[src/rtl/pipeline_controller_pkg.sv]
// Shared encodings and control-bundle types for the pipelined ARM controller.
// Holds the op, ALU, condition-code and forward-select constants.
package pipeline_controller_pkg;

   localparam logic [1:0] OP_DP  = 2'b00;
   localparam logic [1:0] OP_MEM = 2'b01;
   localparam logic [1:0] OP_BR  = 2'b10;

   localparam logic [1:0] ALU_ADD = 2'b00;
   localparam logic [1:0] ALU_SUB = 2'b01;
   localparam logic [1:0] ALU_AND = 2'b10;
   localparam logic [1:0] ALU_ORR = 2'b11;

   localparam logic [3:0] CMD_ADD = 4'b0100;
   localparam logic [3:0] CMD_SUB = 4'b0010;
   localparam logic [3:0] CMD_AND = 4'b0000;
   localparam logic [3:0] CMD_ORR = 4'b1100;

   localparam logic [3:0] COND_EQ = 4'b0000;
   localparam logic [3:0] COND_NE = 4'b0001;
   localparam logic [3:0] COND_CS = 4'b0010;
   localparam logic [3:0] COND_CC = 4'b0011;
   localparam logic [3:0] COND_MI = 4'b0100;
   localparam logic [3:0] COND_PL = 4'b0101;
   localparam logic [3:0] COND_VS = 4'b0110;
   localparam logic [3:0] COND_VC = 4'b0111;
   localparam logic [3:0] COND_HI = 4'b1000;
   localparam logic [3:0] COND_LS = 4'b1001;
   localparam logic [3:0] COND_GE = 4'b1010;
   localparam logic [3:0] COND_LT = 4'b1011;
   localparam logic [3:0] COND_GT = 4'b1100;
   localparam logic [3:0] COND_LE = 4'b1101;
   localparam logic [3:0] COND_AL = 4'b1110;

   localparam logic [1:0] FWD_RF  = 2'b00;
   localparam logic [1:0] FWD_WB  = 2'b01;
   localparam logic [1:0] FWD_MEM = 2'b10;

   typedef struct packed {
      logic       reg_write;
      logic       mem_write;
      logic       mem_to_reg;
      logic       branch;
      logic       alu_src;
      logic [1:0] alu_control;
      logic [1:0] flag_w;
      logic       pc_src;
   } ctrl_t;

   // flags are packed {N, Z, C, V}
   function automatic logic cond_eval(input logic [3:0] cond, input logic [3:0] flags);
      logic n, z, c, v;
      {n, z, c, v} = flags;
      case (cond)
         COND_EQ: cond_eval = z;
         COND_NE: cond_eval = ~z;
         COND_CS: cond_eval = c;
         COND_CC: cond_eval = ~c;
         COND_MI: cond_eval = n;
         COND_PL: cond_eval = ~n;
         COND_VS: cond_eval = v;
         COND_VC: cond_eval = ~v;
         COND_HI: cond_eval = c & ~z;
         COND_LS: cond_eval = ~(c & ~z);
         COND_GE: cond_eval = (n == v);
         COND_LT: cond_eval = (n != v);
         COND_GT: cond_eval = ~z & (n == v);
         COND_LE: cond_eval = ~(~z & (n == v));
         COND_AL: cond_eval = 1'b1;
         default: cond_eval = 1'b0;
      endcase
   endfunction

endpackage

[src/rtl/pipeline_controller_cond_unit.sv]
// NZCV flags register and Execute-stage condition evaluation.
// Each flag half only updates when its write enable is set and the instruction passes.
module cond_unit
   import pipeline_controller_pkg::*;
(
   input  logic       clk,
   input  logic       reset,
   input  logic [3:0] cond,
   input  logic [3:0] alu_flags,
   input  logic [1:0] flag_w,
   output logic       cond_ex
);

   logic [3:0] flags;

   assign cond_ex = cond_eval(cond, flags);

   always_ff @(posedge clk or posedge reset) begin
      if (reset) begin
         flags <= 4'b0000;
      end else begin
         if (flag_w[1] && cond_ex) flags[3:2] <= alu_flags[3:2];
         if (flag_w[0] && cond_ex) flags[1:0] <= alu_flags[1:0];
      end
   end

endmodule

[src/rtl/pipeline_controller.sv]
// Control and hazard unit for the five-stage pipelined ARM datapath: decode,
// E/M/W control registers, forwarding selects and stall/flush generation.
module pipeline_controller
   import pipeline_controller_pkg::*;
(
   input  logic        clk,
   input  logic        reset,
   input  logic [31:0] InstrD,
   input  logic [3:0]  ALUFlagsE,
   input  logic        Match_1E_M,
   input  logic        Match_1E_W,
   input  logic        Match_2E_M,
   input  logic        Match_2E_W,
   input  logic        Match_12D_E,
   output logic [1:0]  RegSrcD,
   output logic [1:0]  ImmSrcD,
   output logic        ALUSrcE,
   output logic [1:0]  ALUControlE,
   output logic        BranchTakenE,
   output logic        MemWriteM,
   output logic        MemtoRegW,
   output logic        PCSrcW,
   output logic        RegWriteW,
   output logic [1:0]  ForwardAE,
   output logic [1:0]  ForwardBE,
   output logic        StallF,
   output logic        StallD,
   output logic        FlushD
);

   logic [3:0] cond_d;
   logic [1:0] op_d;
   logic [5:0] funct_d;
   logic [3:0] rd_d;
   logic       unused_instr;

   ctrl_t      ctrl_d;
   ctrl_t      ctrl_e;
   logic [3:0] cond_e;
   logic       cond_ex_e;

   logic       reg_write_m;
   logic       mem_to_reg_m;
   logic       pc_src_m;

   logic       ldr_stall;
   logic       pc_wr_pending;
   logic       flush_e;

   assign cond_d       = InstrD[31:28];
   assign op_d         = InstrD[27:26];
   assign funct_d      = InstrD[25:20];
   assign rd_d         = InstrD[15:12];
   assign unused_instr = ^{InstrD[19:16], InstrD[11:0]};

   assign ImmSrcD = op_d;

   always_comb begin
      ctrl_d  = '0;
      RegSrcD = 2'b00;
      case (op_d)
         OP_DP: begin
            ctrl_d.alu_src   = funct_d[5];
            ctrl_d.reg_write = 1'b1;
            case (funct_d[4:1])
               CMD_ADD: ctrl_d.alu_control = ALU_ADD;
               CMD_SUB: ctrl_d.alu_control = ALU_SUB;
               CMD_AND: ctrl_d.alu_control = ALU_AND;
               CMD_ORR: ctrl_d.alu_control = ALU_ORR;
               default: begin
                  ctrl_d.alu_control = ALU_ADD;
                  ctrl_d.reg_write   = 1'b0;
               end
            endcase
            // only arithmetic ops touch C and V
            ctrl_d.flag_w[1] = funct_d[0];
            ctrl_d.flag_w[0] = funct_d[0] &
                               ((funct_d[4:1] == CMD_ADD) | (funct_d[4:1] == CMD_SUB));
         end
         OP_MEM: begin
            ctrl_d.alu_src     = 1'b1;
            ctrl_d.alu_control = ALU_ADD;
            if (funct_d[0]) begin
               ctrl_d.reg_write  = 1'b1;
               ctrl_d.mem_to_reg = 1'b1;
            end else begin
               ctrl_d.mem_write = 1'b1;
               RegSrcD[1]       = 1'b1;
            end
         end
         OP_BR: begin
            ctrl_d.branch      = 1'b1;
            ctrl_d.alu_src     = 1'b1;
            ctrl_d.alu_control = ALU_ADD;
            RegSrcD[0]         = 1'b1;
         end
         default: ;
      endcase
      ctrl_d.pc_src = (rd_d == 4'hF) & ctrl_d.reg_write;
   end

   // D->E: a flush leaves a bubble by dropping every side-effecting bit
   always_ff @(posedge clk or posedge reset) begin
      if (reset) begin
         ctrl_e <= '0;
         cond_e <= 4'b0000;
      end else begin
         ctrl_e <= ctrl_d;
         cond_e <= cond_d;
         if (flush_e) begin
            ctrl_e.reg_write <= 1'b0;
            ctrl_e.mem_write <= 1'b0;
            ctrl_e.branch    <= 1'b0;
            ctrl_e.flag_w    <= 2'b00;
            ctrl_e.pc_src    <= 1'b0;
         end
      end
   end

   cond_unit u_cond_unit (
      .clk       (clk),
      .reset     (reset),
      .cond      (cond_e),
      .alu_flags (ALUFlagsE),
      .flag_w    (ctrl_e.flag_w),
      .cond_ex   (cond_ex_e)
   );

   assign ALUSrcE      = ctrl_e.alu_src;
   assign ALUControlE  = ctrl_e.alu_control;
   assign BranchTakenE = ctrl_e.branch & cond_ex_e;

   always_ff @(posedge clk or posedge reset) begin
      if (reset) begin
         reg_write_m  <= 1'b0;
         MemWriteM    <= 1'b0;
         mem_to_reg_m <= 1'b0;
         pc_src_m     <= 1'b0;
         RegWriteW    <= 1'b0;
         MemtoRegW    <= 1'b0;
         PCSrcW       <= 1'b0;
      end else begin
         reg_write_m  <= ctrl_e.reg_write & cond_ex_e;
         MemWriteM    <= ctrl_e.mem_write & cond_ex_e;
         mem_to_reg_m <= ctrl_e.mem_to_reg;
         pc_src_m     <= ctrl_e.pc_src & cond_ex_e;
         RegWriteW    <= reg_write_m;
         MemtoRegW    <= mem_to_reg_m;
         PCSrcW       <= pc_src_m;
      end
   end

   always_comb begin
      if (Match_1E_M && reg_write_m)    ForwardAE = FWD_MEM;
      else if (Match_1E_W && RegWriteW) ForwardAE = FWD_WB;
      else                              ForwardAE = FWD_RF;
      if (Match_2E_M && reg_write_m)    ForwardBE = FWD_MEM;
      else if (Match_2E_W && RegWriteW) ForwardBE = FWD_WB;
      else                              ForwardBE = FWD_RF;
   end

   // load-use detection looks at the unqualified Execute write enable
   assign ldr_stall     = Match_12D_E & ctrl_e.mem_to_reg & ctrl_e.reg_write;
   assign pc_wr_pending = ctrl_d.pc_src | ctrl_e.pc_src | pc_src_m;
   assign StallD        = ldr_stall;
   assign StallF        = ldr_stall | pc_wr_pending;
   assign FlushD        = pc_wr_pending | PCSrcW | BranchTakenE;
   assign flush_e       = ldr_stall | BranchTakenE;

endmodule

[config.mk]
export PLATFORM = sky130hd
export DESIGN_NAME = pipeline_controller
export DESIGN_NICKNAME = d
export VERILOG_FILES = /design/src/rtl/pipeline_controller_pkg.sv /design/src/rtl/pipeline_controller_cond_unit.sv /design/src/rtl/pipeline_controller.sv
export SDC_FILE = /design/constraint.sdc
export NUM_CORES = 1
export LEC_CHECK = 0
export CAP_MARGIN = 20
export CORE_UTILIZATION = 36
export CTS_CLUSTER_DIAMETER = 50
export DETAILED_ROUTE_END_ITERATION = 8
export PLACE_DENSITY = 0.78
export SLEW_MARGIN = 0
export SYNTH_ARGS = -nofsm -noshare
export SYNTH_HDL_FRONTEND = slang
export SYNTH_SLANG_ARGS = --single-unit
[constraint.sdc]
create_clock -name clk -period 3 [get_ports clk]
set_clock_uncertainty 0.2 [all_clocks]
set_input_delay 0.6 -clock clk [delete_from_list [all_inputs] [get_ports clk]]
set_output_delay 0.6 -clock clk [all_outputs]
set_load 0.01 [all_outputs]
After elaboration in Yosys (flattened, before gate mapping):

Cells that the tools add are included.
W data, S select, Z words.

* equal/unequal tests: 22
* multiplexer cells: 18
* bitwise logic cells: 23
* reductions and logical operators: 11

Operators with widths (number)
* $eq A4 B4 Y1 const B: 9
* $eq A4 B3 Y1 const B: 5
* $pmux W1 S15: 1
* $eq A4 B2 Y1 const B: 3
* $and A1 B1 Y1: 10
* $mux W2: 5
* $logic_not A4 Y1: 2
* $mux W1: 8
* $or A1 B1 Y1: 7
* $logic_and A1 B1 Y1: 6
* $not A1 Y1: 6
* $pmux W2 S3: 1
* $pmux W3 S2: 1
* $eq A4 B1 Y1 const B: 1
* $reduce_or A4 Y1: 1
* $mux W3: 1
* $eq A2 B1 Y1 const B: 1
* $eq A2 B2 Y1 const B: 1
* $logic_not A2 Y1: 1
* $pmux W1 S2: 1
* $reduce_or A2 Y1: 1
* $eq A1 B1 Y1: 1
* $ne A1 B1 Y1: 1

* register bits: 25
* input port bits: 43
* output and inout port bits: 19
* logic and storage cells: 92

Depth between registers and ports, before layout:

Gate-level depths: netlist (run 1).

* depth after elaboration: 9
* depth in mapped cells: 7
* gate-level depth less buffers: 7

By module:

A second synthesis (run 1) with hierarchy kept.

* cells, all modules: 113
* area, all modules: 1286.2 µm²

Modules (own cells, without submodules)
* pipeline_controller: instances 1, cells an instance 72, area an instance 890.9 µm², sequential area each 525.5 µm²
* cond_unit: instances 1, cells an instance 41, area an instance 395.4 µm², sequential area each 100.1 µm²

Worst setup path before layout (run 1):

Ideal clock, no wire load.

* path type: register to output
* start: register cond_e[1]
* end: output FlushD
* arrival time: 1.941 ns
* required time: 2.200 ns
* slack: 0.259 ns
* cell stages (with the launch flop): 7
* path buffers: 1
* path through: dfrtp_1 > buf_6 > xor2_1 > a22o_1 > a222oi_1 > a21boi_2 > or3b_1

* longest elaborated chain between the ends: 4
* elaborated cells between the ends (all ways): 18
* those cells by class: eq/ne (14); mux (1); bitwise (2); reduce/logical (1)

Ends and longest elaborated chain
* start: declaration: RTL line pipeline_controller.sv:39 `logic [3:0] cond_e;`
* start signal: assignment: RTL line pipeline_controller.sv:109 `cond_e <= cond_d;`
* $eq A4 B4 Y1 (tied with other cells): RTL line pipeline_controller_pkg.sv:54 `case (cond)`
* $pmux W1 S15 *: RTL line pipeline_controller_pkg.sv:54
* $and A1 B1 Y1 *: RTL line pipeline_controller.sv:131 `assign BranchTakenE = ctrl_e.branch & cond_ex_e;`
* named net BranchTakenE: RTL line pipeline_controller.sv:19 `output logic BranchTakenE,`
* $or A1 B1 Y1 *: RTL line pipeline_controller.sv:167 `assign FlushD = pc_wr_pending | PCSrcW | BranchTakenE;`
* end: declaration: RTL line pipeline_controller.sv:28 `output logic FlushD`

Mark *: on every way through the listed nets, which the timed path passes. The rest lies on a longest branch.

Worst setup path in the final report (run 1):

* start: register cond_e[1]
* end: output FlushD

* longest elaborated chain between the ends: 4
* elaborated cells between the ends (all ways): 18
* those cells by class: eq/ne (14); mux (1); bitwise (2); reduce/logical (1)

Ends and longest elaborated chain (RTL line)
* $eq A4 B4 Y1 (tied with other cells): pipeline_controller_pkg.sv:54
* $pmux W1 S15 *: pipeline_controller_pkg.sv:54
* $and A1 B1 Y1 *: pipeline_controller.sv:131
* $or A1 B1 Y1 *: pipeline_controller.sv:167

Every way passes the cells marked *; elsewhere a longest branch is shown, timed or not.

==> flow_metrics.tcl, run 1 <==
set metrics [dict create \
    root_buffer "clkbuf_4" \
    clk_latency_ns 0.29 \
    ir_drop_v 0.000132 \
    intPower_uw 538 \
    drt-wirelength-per-cell_um 11.9 \
    postSynthAreaPerCell_um2 11.1 \
    ys_seq_area_share_pct 50.3 \
    synth_top_area_share_pct 50.3 \
    die_w_um 60.8 \
    worstPathMaxFanout 4 \
    path_clk_slew_ns 0.12 \
    grt_usage_pct 15.9 \
    grt_max_degree 26 \
    synth_common_cells "25 x dfrtp_1, 8 x nor2_1, 7 x and2_1, 6 x inv_1, 6 x nand2_1" \
    fin_crit_ns 3.04 \
    hold_viol 0 \
    gp_congestion 0.742 \
    die_h_um 60.8 \
    drt-initial-drc-count 21 \
    slew-limit-headroom_pct 79.2 \
    syn_to_final_growth_pct 52.4 \
    synth.distinct_cells 34 \
    fmax_mhz 329 \
    cp-startpoint "cond_e[1]" \
    yosysWarningCount 0 \
    async_flop_share_pct 100 \
    rsz0062_at_grt "yes" \
    worst_slew_pin_slew_ns 0.312 \
    synth_cells 112 \
    drt_first_pass_iters 4 \
    core_mm2 0.00315 \
    cts_buffer_depth 2 \
    hold_class "flop to flop" \
    synth.net_count 159 \
    portBuffers 45 \
    multi_input_area_um2 552 \
    drc 0 \
    n_antenna_cell 0 \
    finalWirelength_um 2620 \
    required_ns 2.20 \
    ys.flop_type "dfrtp_1" \
    start_util_pct 39.4 \
    dp_hpwl_um 2100 \
    p_leak_uw 0.000900 \
    violations "negative setup slack" \
    rr_startpoint "cond_e[1]" \
    power_frac_comb_pct 27.8 \
    vias 1029 \
    register_area_um2 627 \
    synth_edf_count 0 \
    end_kind "primary output" \
    die-area_mm2 0.00369 \
    antenna_found_initial 0 \
    htree_levels 1 \
    io_pins 62 \
    row_count 20 \
    viasPerCell 4.70 \
    synthTopCellsByArea "dfrtp_1 50%, mux2_2 4.5%, ha_1 4.0%" \
    min_from "mem_to_reg_m" \
    fin_tns_setup_ns -0.0431 \
    setup_viol 1 \
    synth_area_mm2 0.00124 \
    nNetsFinal 223 \
    slew_violations 0 \
    n_fill_cell 277 \
    hold_ws_ns 0.167 \
    grt_pass1_vias 1080 \
    outcome "finished, violations left" \
    cts_buffers 3 \
    grt_pass1_wl_um 4270 \
    cts-hold-fix-buffers 0 \
    worstSetupPathType "flop to primary output" \
    cts.sinks 25 \
    p_total_uw 727 \
    cts_tree "built" \
    p_clk_share_pct 18.7 \
    ant_nets 0 \
    power_density_mw_per_mm2 384 \
    netSwitchingFraction_pct 26.0 \
    cp-start-kind "flop" \
    period_share_pct 101 \
    yosysTopAreaCell "dfrtp_1" \
    cap_violations 0 \
    ys_ff_latch 25 \
    seqPwrFrac_pct 53.5 \
    arrival_ns 2.24 \
    drive_above_1_share_pct 24.0 \
    netSwitchingPower_uw 189 \
    yosysMostFrequentCell "dfrtp_1" \
    setup_slack_ns -0.0431 \
    grt-ovfl-total 0 \
]
## worst max-delay path, stage by stage (launching register included)
cell and delay, ns:
dfrtp_2 0.42, buf_6 0.13, xor2_1 0.15, a22o_1 0.19
a222oi_1 0.31, buf_4 0.19, a21boi_2 0.06, or3b_1 0.35
buf_2 0.15
## through the flow
step                util, %  setup WS, ns  std cells  cell area [µm²]
floorplan                 -         0.259        112             1240
global placement       57.7        -0.612        211             1820
detailed placement     57.7        -0.681        211             1820
CTS                    59.5       -0.0752        217             1880
global route           60.1        -0.196        219             1900
finish                 60.1       -0.0431        219             1900
## routing by layer
metal	track usage, %	vias up	share of wire, %
met5	0	-	0
met4	9.09	0	1.6
met3	1.92	4	2.9
met2	31.2	27	57
met1	15.8	494	38
li1	-	504	-
## layout by cell type (no fill, tap or decap), drive strengths merged, types with 2 or more instances in the layout
cell type and n:
nand2 6, clkdlybuf4s50 40, buf 24, a21oi 3, nand3 2, nor2 8, nor3 5, a21boi 3
clkbuf 4, inv 6, dlygate4sd2 2, nand2b 3, and2 7, ha 4, mux2 5, dfrtp 25
mux2i 4, or3b 3, nor2b 3, nor4 2, xor2 4
## kinds of logic (layout without fill, tap and decap cells)
family / Yosys count / in the layout / synth area share (%)
AOI/OAI and AO/OA: 12 / 12 / 7.55
and+or+nand+nor: 43 / 43 / 19.8
DFF: 25 / 25 / 50.3
muxes: 9 / 9 / 7.75
xor gates and xnor gates: 5 / 5 / 3.52
adders and majority gates: 4 / 4 / 4.02
buffers and inverters: 14 / 77 / 7.04
## worst paths after layout
path	end	slack, ns	cells past startpoint
setup / recovery	FlushD	-0.04	8
hold / removal	MemtoRegW	0.17	0
setup reg to reg	u_cond_unit.flags[3]	0.58	8
hold reg to reg	MemtoRegW	0.17	0
max in group asynchronous	cond_e[1]	1.91	3
min in group asynchronous	RegWriteW	0.44	3
## power groups by stage
| stage | clock network (µW) | logic (µW) | registers (µW) |
|---|---|---|---|
| 2_1_floorplan | 0 | 99.8 | 389 |
| 3_3_place_gp | 0 | 187 | 394 |
| 3_5_place_dp | 0 | 196 | 397 |
| 4_1_cts | 145 | 200 | 389 |
| 5_1_grt | 163 | 221 | 394 |
| 6_report | 136 | 203 | 389 |
## area by class of cell
cell class	instances	share of cell area, %
clock buffers	4	1.39
inverters	6	1.19
multi-input cells	73	29.1
flip-flops and latches	25	33.1
well taps	44	2.90
repair buffers	67	32.3
## flip-flops by register name (all words and copies together) (netlist names), 2 cells and up
register / cells
ALUControlE: 2
cond_e: 4
ctrl_e: 7
u_cond_unit.flags: 4
## repair_timing
action / 4_1_cts / 5_1_grt
gates resized for setup: 15 / 5
pin swaps: 6 / 3
setup buffers: 2 / 2
endpoints found under the setup margin: 3 / 3
Note: power is estimated with default switching activity, not from simulation.
==> inputs of run 2 (changes only) <==
Settings changed: MAX_ROUTING_LAYER from default to met4.
==> run 2 against run 1 <==
The flow still finishes with violations (negative setup slack). Worst hold slack did not move. Final cell count is the same. First-iteration DRC count is the same. Combinational power about the same. Global-route usage rose by 0.52 points. Highest routed layer unchanged.
==> flow_metrics.tcl, run 2 (synthesis gave the netlist of run 1 again) <==
set metrics [dict create \
    grt.met2_usage_pct 31.2 \
    grt-ovfl-total 0 \
    die_h_um 60.8 \
    portBuffers 45 \
    die-area_mm2 0.00369 \
    required_ns 2.20 \
    ir_drop_v 0.000132 \
    drc 0 \
    core_mm2 0.00315 \
    n_fill_cell 277 \
    dp.cells 211 \
    use_met1_pct 15.8 \
    drive_above_1_share_pct 24.0 \
    grt_max_degree 26 \
    cts.sinks 25 \
    final_util_pct 60.1 \
    n_antenna_cell 0 \
    grt_usage_pct 16.4 \
    nNetsFinal 223 \
    finalWirelength_um 2610 \
    ant_nets 0 \
    setup_viol 1 \
    cts_buffer_depth 2 \
    row_count 20 \
    drt-wirelength-per-cell_um 11.9 \
    syn_to_final_growth_pct 52.4 \
    slew-limit-headroom_pct 79.2 \
    stdcell_count 219 \
    fmax_mhz 329 \
    htree_levels 1 \
    path_buf_inv 3 \
    worstPathMaxFanout 4 \
    outcome "finished, violations left" \
    grt_pass1_wl_um 4270 \
    rr_worst_depth 8 \
    p_leak_uw 0.000900 \
    cpMaxStageDelayCell "dfrtp_2" \
    drt_first_pass_iters 4 \
    setup_slack_ns -0.0431 \
    cts_tree "built" \
    final_cell_mix "40 x clkdlybuf4s50_1, 24 x dfrtp_1, 21 x buf_4" \
    slew_violations 0 \
    worst_slew_pin_slew_ns 0.312 \
    cap_violations 0 \
    die_w_um 60.8 \
    worstPathCellList "buf_6 -> xor2_1 -> a22o_1 -> a222oi_1 -> buf_4 -> a21boi_2 -> or3b_1 -> buf_2" \
    rsz0062_at_grt "yes" \
    worstSetupPathType "flop to primary output" \
    register_area_um2 627 \
    drt-initial-drc-count 21 \
    start_util_pct 39.4 \
    dp_hpwl_um 2100 \
    path_clk_slew_ns 0.12 \
    gp_congestion 0.751 \
    reg_top3 "ctrl_e: 7 flops, cond_e: 4 flops, u_cond_unit.flags: 4 flops" \
    power_density_mw_per_mm2 384 \
    arrival_ns 2.24 \
    largest_reg_flops 7 \
    fin_crit_ns 3.04 \
    p_total_uw 727 \
    antenna_found_initial 0 \
    violations "negative setup slack" \
    cp-start-kind "flop" \
    multi_input_area_um2 552 \
    cts_buffers 3 \
    root_buffer "clkbuf_4" \
    hold_viol 0 \
    final_common_cell "clkdlybuf4s50_1" \
    worst_hold_path.num_cells 0 \
    top_register "ctrl_e" \
    grt_pass1_vias 1080 \
    vias 1029 \
    grt_use_met3_pct 1.92 \
    worst_path_largest_cell_delay_ns 0.42 \
    period_share_pct 101 \
    hold_class "flop to flop" \
    viasPerCell 4.70 \
    end_kind "primary output" \
    busiest_layer "met2" \
    clk_latency_ns 0.29 \
    crit_cells 8 \
    io_pins 62 \
    crit_family "compound AO/OA/AOI/OAI gates" \
]
run 2: final timing paths:
path / startpoint / to / slack, ns
worst min-delay path: mem_to_reg_m / MemtoRegW / 0.17
worst max register to register: cond_e[1] / u_cond_unit.flags[3] / 0.58
worst min register to register: mem_to_reg_m / MemtoRegW / 0.17
min in group asynchronous: reset / RegWriteW / 0.44
worst max-delay path: cond_e[1] / FlushD / -0.04
max in group asynchronous: reset / cond_e[1] / 1.91
run 2: worst register-to-register path, cell delays in order, from the launching register on:
cell      delay [ns]
dfrtp_2         0.42
buf_4           0.13
buf_4           0.15
or3b_4          0.37
o211ai_1        0.11
a32oi_2         0.16
buf_4           0.16
a21boi_1        0.24
mux2_2          0.38
run 2: what timing repair did:
item | CTS | global route
setup buffers | 2 | 2
pin swaps | 6 | 3
gates resized for setup | 15 | 5
hold buffers | 0 | 0
endpoints found under the hold margin | 0 | 0
endpoints found under the setup margin | 3 | 3
run 2: routing by layer:
layer,up-vias,part of all wire (%),routed length [µm]
li1,504,-,-
met1,494,38,990
met2,27,57,1490
met3,4,3.0,77
met4,0,1.6,41
met5,-,0,0
run 2: final cells by class:
cell class | count | area share (%)
Sequential cell | 25 | 33.1
Tap cell | 44 | 2.90
Clock buffer | 4 | 1.39
Timing Repair Buffer | 67 | 32.3
Inverter | 6 | 1.19
Multi-Input combinational cell | 73 | 29.1
run 2: power by group:
part	internal, µW	total [µW]	leakage (µW)	switching (µW)
sequential	363	389	0.000327	25.7
clock	51.7	136	0.0000150	84.3
combinational	123	202	0.000558	79.1
run 2: per-stage QoR:
stage | setup TNS, ns | cell area (µm²) | setup WS [ns] | hold slack [ns]
2_1_floorplan | 0 | 1240 | 0.259 | 0.131
3_3_place_gp | -0.938 | 1820 | -0.612 | 0.133
3_5_place_dp | -1.06 | 1820 | -0.681 | 0.141
4_1_cts | -0.0752 | 1880 | -0.0752 | 0.170
5_1_grt | -0.208 | 1900 | -0.196 | 0.171
6_report | -0.0431 | 1900 | -0.0431 | 0.167
